File: src/rtl/fpu_issue_ctrl.sv
// fpu_issue_ctrl: issue/retire controller for the multi-cycle FPU beside Execute.
// Accepts one FPU op at a time, times its op-dependent latency, stalls the
// issue point on structural/RAW/WAW/writeback-port hazards and claims the
// shared writeback slot in the FPU retire cycle.
//
// Ports:
//   clk, reset          clock, asynchronous active-high reset
//   IssueValid          valid instruction at the issue point
//   IssueFPUOp          0/7 = ALU-only, 1..6 = FPU op
//   IssueRegWE          issuing ALU instruction writes a register
//   IssueRegWBAddr      destination of the issuing instruction
//   IssueSrcA/B         sources of the issuing instruction
//   Flush               issuing instruction squashed
//   HoldIn              downstream pipeline freeze
//   Stall               (comb) hold the issue point this cycle
//   FPUStart/StartOp    (comb) accept pulse and accepted opcode
//   FPUBusy             controller not idle
//   FPURetire           FPU result owns the writeback slot (WB mux select)
//   FPURetireAddr       destination of the op in flight
// Latencies must lie in 2..31 so that LAT-1 fits the 5-bit counter and is >= 1.
module fpu_issue_ctrl #(
    parameter int unsigned LAT_ADD = 4,
    parameter int unsigned LAT_MUL = 6,
    parameter int unsigned LAT_DIV = 20,
    parameter int unsigned LAT_CVT = 3
) (
    input  logic       clk,
    input  logic       reset,
    input  logic       IssueValid,
    input  logic [0:2] IssueFPUOp,
    input  logic       IssueRegWE,
    input  logic [0:5] IssueRegWBAddr,
    input  logic [0:5] IssueSrcA,
    input  logic [0:5] IssueSrcB,
    input  logic       Flush,
    input  logic       HoldIn,
    output logic       Stall,
    output logic       FPUStart,
    output logic [0:2] FPUStartOp,
    output logic       FPUBusy,
    output logic       FPURetire,
    output logic [0:5] FPURetireAddr
);

    localparam int unsigned CNT_W  = 5;
    localparam int unsigned OP_W   = 3;
    localparam int unsigned ADDR_W = 6;

    typedef enum logic [1:0] {
        S_IDLE   = 2'd0,
        S_RUN    = 2'd1,
        S_RETIRE = 2'd2
    } state_t;

    state_t             state_q, state_d;
    logic [CNT_W-1:0]   count_q, count_d;
    logic [0:ADDR_W-1]  pend_addr_q, pend_addr_d;

    logic issue;
    logic op_fpu;
    logic pend_nz;
    logic hit_a, hit_b, hit_wb;
    logic stall;
    logic accept;

    // Counter load value: latency minus one, since the accept cycle itself counts.
    function automatic logic [CNT_W-1:0] lat_m1(input logic [0:OP_W-1] op);
        case (op)
            3'd1, 3'd2: lat_m1 = CNT_W'(LAT_ADD - 1);
            3'd3:       lat_m1 = CNT_W'(LAT_MUL - 1);
            3'd4:       lat_m1 = CNT_W'(LAT_DIV - 1);
            3'd5, 3'd6: lat_m1 = CNT_W'(LAT_CVT - 1);
            default:    lat_m1 = '0;
        endcase
    endfunction

    // State register
    always_ff @(posedge clk or posedge reset) begin
        if (reset) begin
            state_q     <= S_IDLE;
            count_q     <= '0;
            pend_addr_q <= '0;
        end else begin
            state_q     <= state_d;
            count_q     <= count_d;
            pend_addr_q <= pend_addr_d;
        end
    end

    // Hazard detection, accept, next state and outputs
    always_comb begin
        state_d       = state_q;
        count_d       = count_q;
        pend_addr_d   = pend_addr_q;
        Stall         = 1'b0;
        FPUStart      = 1'b0;
        FPUStartOp    = '0;
        FPUBusy       = 1'b0;
        FPURetire     = 1'b0;
        FPURetireAddr = pend_addr_q;

        issue   = IssueValid & ~Flush;
        op_fpu  = (IssueFPUOp != OP_W'(0)) && (IssueFPUOp != OP_W'(7));
        // Register 0 is hardwired zero, so a pending r0 write never hazards.
        pend_nz = (pend_addr_q != ADDR_W'(0));
        hit_a   = pend_nz && (IssueSrcA == pend_addr_q);
        hit_b   = pend_nz && (IssueSrcB == pend_addr_q);
        hit_wb  = pend_nz && (IssueRegWBAddr == pend_addr_q);

        // No FPU forwarding path: RAW holds through the retire cycle too.
        stall = issue & (
                    ((state_q == S_RUN) & op_fpu) |
                    ((state_q != S_IDLE) & (hit_a | hit_b)) |
                    ((state_q == S_RUN) & IssueRegWE & hit_wb) |
                    ((state_q == S_RETIRE) & IssueRegWE & ~op_fpu));

        accept = issue & op_fpu & ~stall & ~HoldIn & (state_q != S_RUN) & ~reset;

        case (state_q)
            S_IDLE: ;
            // Count runs regardless of HoldIn; the result waits in RETIRE instead.
            S_RUN: begin
                count_d = count_q - CNT_W'(1);
                if (count_q == CNT_W'(1)) begin
                    state_d = S_RETIRE;
                end
            end
            S_RETIRE: begin
                if (!HoldIn) begin
                    state_d = S_IDLE;
                end
            end
            default: state_d = S_IDLE;
        endcase

        // Accept only happens outside RUN and never under HoldIn, so it overrides.
        if (accept) begin
            state_d     = S_RUN;
            count_d     = lat_m1(IssueFPUOp);
            pend_addr_d = IssueRegWBAddr;
        end

        Stall      = stall;
        FPUStart   = accept;
        FPUStartOp = accept ? IssueFPUOp : OP_W'(0);
        FPUBusy    = (state_q != S_IDLE);
        FPURetire  = (state_q == S_RETIRE);
    end

endmodule

File: config.mk
export PLATFORM = sky130hd
export DESIGN_NAME = fpu_issue_ctrl
export DESIGN_NICKNAME = d
export VERILOG_FILES = /design/src/rtl/fpu_issue_ctrl.sv
export SDC_FILE = /design/constraint.sdc
export NUM_CORES = 1
export LEC_CHECK = 0
export ABC_AREA = 1
export CORE_MARGIN = 4
export CORE_UTILIZATION = 49
export CTS_BUF_LIST = sky130_fd_sc_hd__clkbuf_4 sky130_fd_sc_hd__clkbuf_8 sky130_fd_sc_hd__clkbuf_16
export DETAILED_ROUTE_END_ITERATION = 8
export GPL_ROUTABILITY_DRIVEN = 0
export PLACE_DENSITY = 0.86
export SLEW_MARGIN = 10
export SYNTH_ARGS = -nofsm -noshare
export SYNTH_HDL_FRONTEND = slang
export SYNTH_SLANG_ARGS = --single-unit
File: constraint.sdc
create_clock -name clk -period 3.5 [get_ports clk]
set_clock_uncertainty 0.2 [all_clocks]
set_input_delay 0.7 -clock clk [delete_from_list [all_inputs] [get_ports clk]]
set_output_delay 0.7 -clock clk [all_outputs]
set_load 0.02 [all_outputs]
==> report_table.html <==
<table>
<tr><th>Metric</th><th>Value</th></tr>
<tr><th colspan="2">Status</th></tr>
<tr><td>Outcome</td><td>finished clean</td></tr>
<tr><th colspan="2">Detailed routing</th></tr>
<tr><td>Detail-routed via count per cell</td><td>5.00</td></tr>
<tr><td>Total Routed Length</td><td>3080 µm</td></tr>
<tr><td>Final routed wire length divided by cell count</td><td>12.0 µm</td></tr>
<tr><td>Via total after detailed routing</td><td>1281</td></tr>
<tr><td>First DRT Iteration DRCs</td><td>42</td></tr>
<tr><td>DRC violation count after routing</td><td>0</td></tr>
<tr><td>Number of optimization iterations in the first detailed-route pass</td><td>4</td></tr>
<tr><td>Post-detailed-route count of antenna-violating nets</td><td>0</td></tr>
<tr><th colspan="2">Yosys</th></tr>
<tr><td>Share of Yosys cell area claimed by the top area cell type</td><td>0.280</td></tr>
<tr><td>Post-synth net total</td><td>212</td></tr>
<tr><td>Number of enable flip-flop cells after synthesis</td><td>0</td></tr>
<tr><td>Count of warnings emitted by yosys</td><td>0</td></tr>
<tr><td>Most numerous cell in the Yosys netlist</td><td>sky130_fd_sc_hd__nand2_1</td></tr>
<tr><td>Syn Std Cell Area</td><td>1160 µm²</td></tr>
<tr><td>Post-synthesis sequential area ratio</td><td>0.280</td></tr>
<tr><td>Number of unique standard cell types used by synthesis</td><td>28</td></tr>
<tr><td>Predominant post-synthesis flop cell</td><td>sky130_fd_sc_hd__dfrtp_1</td></tr>
<tr><td>Leading post-synthesis cells by cell area</td><td>sky130_fd_sc_hd__dfrtp_1 (28%), sky130_fd_sc_hd__nand2_1 (22%), sky130_fd_sc_hd__inv_1 (8.1%), sky130_fd_sc_hd__nor2_1 (5.2%), sky130_fd_sc_hd__nand3_1 (3.4%)</td></tr>
<tr><td>Syn Inst Count</td><td>183</td></tr>
<tr><td>Post-synth top cells</td><td>sky130_fd_sc_hd__nand2_1 (68), sky130_fd_sc_hd__inv_1 (25), sky130_fd_sc_hd__nor2_1 (16)</td></tr>
<tr><td>Count of state elements after synthesis</td><td>13</td></tr>
<tr><td>Cell accounting for the most synthesized area</td><td>sky130_fd_sc_hd__dfrtp_1</td></tr>
<tr><td>Average instance area after synthesis</td><td>6.34 µm²</td></tr>
<tr><td>FFs w/ async S/R, synth</td><td>1.00</td></tr>
<tr><th colspan="2">Worst setup path</th></tr>
<tr><td>CP max stage cell</td><td>sky130_fd_sc_hd__clkdlybuf4s50_1</td></tr>
<tr><td>Buf/Inv on CP</td><td>2</td></tr>
<tr><td>Largest stage delay, worst path</td><td>480 ps</td></tr>
<tr><td>CP Capture Type</td><td>output port</td></tr>
<tr><td>Family with the most delay on the worst path</td><td>buffers and inverters</td></tr>
<tr><td>Startpoint type of the worst setup path</td><td>input pin</td></tr>
<tr><td>Worst Path Class, Setup</td><td>in -&gt; out</td></tr>
<tr><td>Setup slack of the worst register-to-register path</td><td>1450 ps</td></tr>
<tr><td>Cells along the critical path</td><td>clkdlybuf4s50_1, nor2_1, nand2_1, nand2_2, nor2_1, a31oi_4, nand3_4, nor2_1, dlygate4sd2_1</td></tr>
<tr><td>Maximum fanout encountered on the critical timing path</td><td>5</td></tr>
<tr><td>Endpoint arrival time on the critical path</td><td>2390 ps</td></tr>
<tr><td>Worst path most repeated cell</td><td>sky130_fd_sc_hd__nor2_1</td></tr>
<tr><td>Critical Path RT</td><td>2600 ps</td></tr>
<tr><th colspan="2">Global routing</th></tr>
<tr><td>Number of global-route vias before repair</td><td>1264</td></tr>
<tr><td>Maximum number of pins on one net before global-route repair</td><td>16</td></tr>
<tr><td>Global-route wire length before repair</td><td>5360 µm</td></tr>
<tr><td>GR Util All Layers</td><td>0.205</td></tr>
<tr><td>Remaining global-route overflow</td><td>0</td></tr>
<tr><td>Number of antenna violations at the first check in global routing</td><td>0</td></tr>
<tr><th colspan="2">CTS</th></tr>
<tr><td>Total of hold buffers inserted after clock tree synthesis</td><td>0</td></tr>
<tr><td>Count of instances resized after the clock tree is built</td><td>5</td></tr>
<tr><td>Clock-pin transition on the worst setup and hold timing paths</td><td>80 ps</td></tr>
<tr><td>CTS tree</td><td>done</td></tr>
<tr><td>Clock latency on the worst-skew pair</td><td>280 ps</td></tr>
<tr><td>Root buffer selected by CTS</td><td>sky130_fd_sc_hd__clkbuf_4</td></tr>
<tr><td>Total CTS buffers</td><td>3</td></tr>
<tr><td>Number of levels in the clock H-tree</td><td>1</td></tr>
<tr><td>Number of buffers inserted by post-CTS setup repair</td><td>0</td></tr>
<tr><td>Number of sinks driven by the clock tree</td><td>13</td></tr>
<tr><td>Buffers from clock root to sink, at most</td><td>2</td></tr>
<tr><th colspan="2">Layout</th></tr>
<tr><td>Fraction of final layout cells sized beyond drive strength 1</td><td>0.149</td></tr>
<tr><td>Count of inserted antenna diode cells</td><td>0</td></tr>
<tr><td>Post-layout instance area</td><td>1610 µm²</td></tr>
<tr><td>Final Net Count</td><td>258</td></tr>
<tr><td>Non-filler cells in the finished layout</td><td>256</td></tr>
<tr><td>Number of filler instances in the final layout</td><td>188</td></tr>
<tr><td>Layout overhead on the synthesized area</td><td>38.9%</td></tr>
<tr><th colspan="2">Power and ir drop</th></tr>
<tr><td>Total power draw</td><td>1.06 mW</td></tr>
<tr><td>Leakage power of the design</td><td>0.869 nW</td></tr>
<tr><td>PwrDens</td><td>659 nW/µm²</td></tr>
<tr><td>Worst ir drop on vdd</td><td>443 µV</td></tr>
<tr><th colspan="2">Place</th></tr>
<tr><td>Worst slack at placement</td><td>-68.2 ps</td></tr>
<tr><td>IO buf count</td><td>39</td></tr>
<tr><td>DP HPWL</td><td>2470 µm</td></tr>
<tr><td>Cell area after placement</td><td>1590 µm²</td></tr>
<tr><td>Count of placed standard cells including taps</td><td>252</td></tr>
<tr><th colspan="2">Die</th></tr>
<tr><td>Die span in x</td><td>56.7 µm</td></tr>
<tr><td>Placeable core area</td><td>2230 µm²</td></tr>
<tr><td>Io pins</td><td>40</td></tr>
<tr><td>Starting Density</td><td>0.520</td></tr>
<tr><td>DIE AREA</td><td>3210 µm²</td></tr>
<tr><td># rows</td><td>17</td></tr>
<tr><td>Die span in y</td><td>56.7 µm</td></tr>
<tr><th colspan="2">Timing</th></tr>
<tr><td>Worst slew pin tran</td><td>505 ps</td></tr>
<tr><td>Unrepaired setup endpoints after global routing</td><td>false</td></tr>
<tr><td>Setup-violating endpoint count in the final report</td><td>0</td></tr>
<tr><td>Fin crit share</td><td>0.941</td></tr>
<tr><td>Pins Over Slew Limit</td><td>0</td></tr>
<tr><td>Peak Freq</td><td>0.304 GHz</td></tr>
<tr><td>Final critical-path setup slack</td><td>208 ps</td></tr>
<tr><td>Normalized max-slew margin</td><td>0.663</td></tr>
<tr><td>Final critical-path required period</td><td>3290 ps</td></tr>
<tr><td>Number of hold violations in the final report</td><td>0</td></tr>
<tr><th colspan="2">Job</th></tr>
<tr><td>Max-cap violations</td><td>0</td></tr>
<tr><th colspan="2">Min path</th></tr>
<tr><td>Type of the tightest min-delay check</td><td>reg -&gt; reg</td></tr>
</table>
## flip-flops by register name, indices dropped and copies added, names as in the netlist
name           cells
count_q            5
FPURetireAddr      6
state_q            2
## layout make-up
cell class	instances	area, µm²	share of cell area
clock buffer	4	30.0	0.0186
inverter	35	134	0.0830
multi-input combinational	133	674	0.418
sequential	13	325	0.202
tap	28	35.0	0.0217
timing repair buffer	43	414	0.257
## where the power goes
part | leakage [nW] | switching [mW] | internal [mW]
Sequential | 0.162 | 0.102 | 0.223
Clock | 0.0184 | 0.0525 | 0.0520
Combinational | 0.689 | 0.353 | 0.280
Total | 0.869 | 0.507 | 0.556
## kinds of logic after synthesis
group / Yosys count / synth area share
AO/OA/AOI/OAI: 18 / 0.106
flip-flops: 13 / 0.280
adder cells (fa/ha/maj): 2 / 0.0215
buffers and inverters: 37 / 0.139
XOR/XNOR: 3 / 0.0226
AND/OR/NAND/NOR: 110 / 0.431
## per-stage QoR
step	util	TNS (ps)	hold slack, ps
after global placement	0.711	0	320
after CTS	0.722	0	363
after global routing	0.722	0	396
after floorplan	-	0	301
after detailed placement	0.711	-271	343
final	0.722	0	367
## final timing paths
path | end | cells past startpoint | start
setup reg to reg | count_q[4] | 14 | FPURetireAddr[4]
hold / removal | count_q[1] | 2 | count_q[1]
max in group asynchronous | FPURetireAddr[4] | 2 | reset
min in group asynchronous | count_q[0] | 2 | reset
setup / recovery | FPUStartOp[1] | 9 | IssueFPUOp[1]
hold reg to reg | count_q[1] | 2 | count_q[1]
## routing by layer
layer | wire length (µm) | GRT usage | vias to the layer above | part of all wire
li1 | - | - | 653 | -
met1 | 1320 | 0.245 | 573 | 0.43
met2 | 1530 | 0.366 | 51 | 0.50
met3 | 196 | 0.0368 | 4 | 0.064
met4 | 29 | 0.0644 | 0 | 0.0094
met5 | 0 | 0 | - | 0
## cells in the final DEF, fill, tap and decap left out, types with 2 or more instances in the layout
cell	n
sky130_fd_sc_hd__inv_1	25
sky130_fd_sc_hd__clkdlybuf4s50_1	34
sky130_fd_sc_hd__dfrtp_1	13
sky130_fd_sc_hd__o21ai_2	4
sky130_fd_sc_hd__ha_1	2
sky130_fd_sc_hd__nand3_1	8
sky130_fd_sc_hd__inv_2	9
sky130_fd_sc_hd__o21ai_0	5
sky130_fd_sc_hd__clkbuf_4	4
sky130_fd_sc_hd__nand2_2	2
sky130_fd_sc_hd__xnor2_1	2
sky130_fd_sc_hd__nand3_2	3
sky130_fd_sc_hd__nor2_1	16
sky130_fd_sc_hd__a21oi_1	5
sky130_fd_sc_hd__dlygate4sd2_1	5
sky130_fd_sc_hd__nand2_1	68
sky130_fd_sc_hd__nand4_1	4
sky130_fd_sc_hd__or2_2	2
sky130_fd_sc_hd__nor4_1	2
sky130_fd_sc_hd__o21ai_1	2
sky130_fd_sc_hd__buf_4	4
## worst min-delay path, cell delays in order, from the launching register on
cell and delay [ps]:
sky130_fd_sc_hd__dfrtp_1 380, sky130_fd_sc_hd__nand3_1 80, sky130_fd_sc_hd__nand3_1 70
Note: power is estimated with default switching activity, not from simulation.
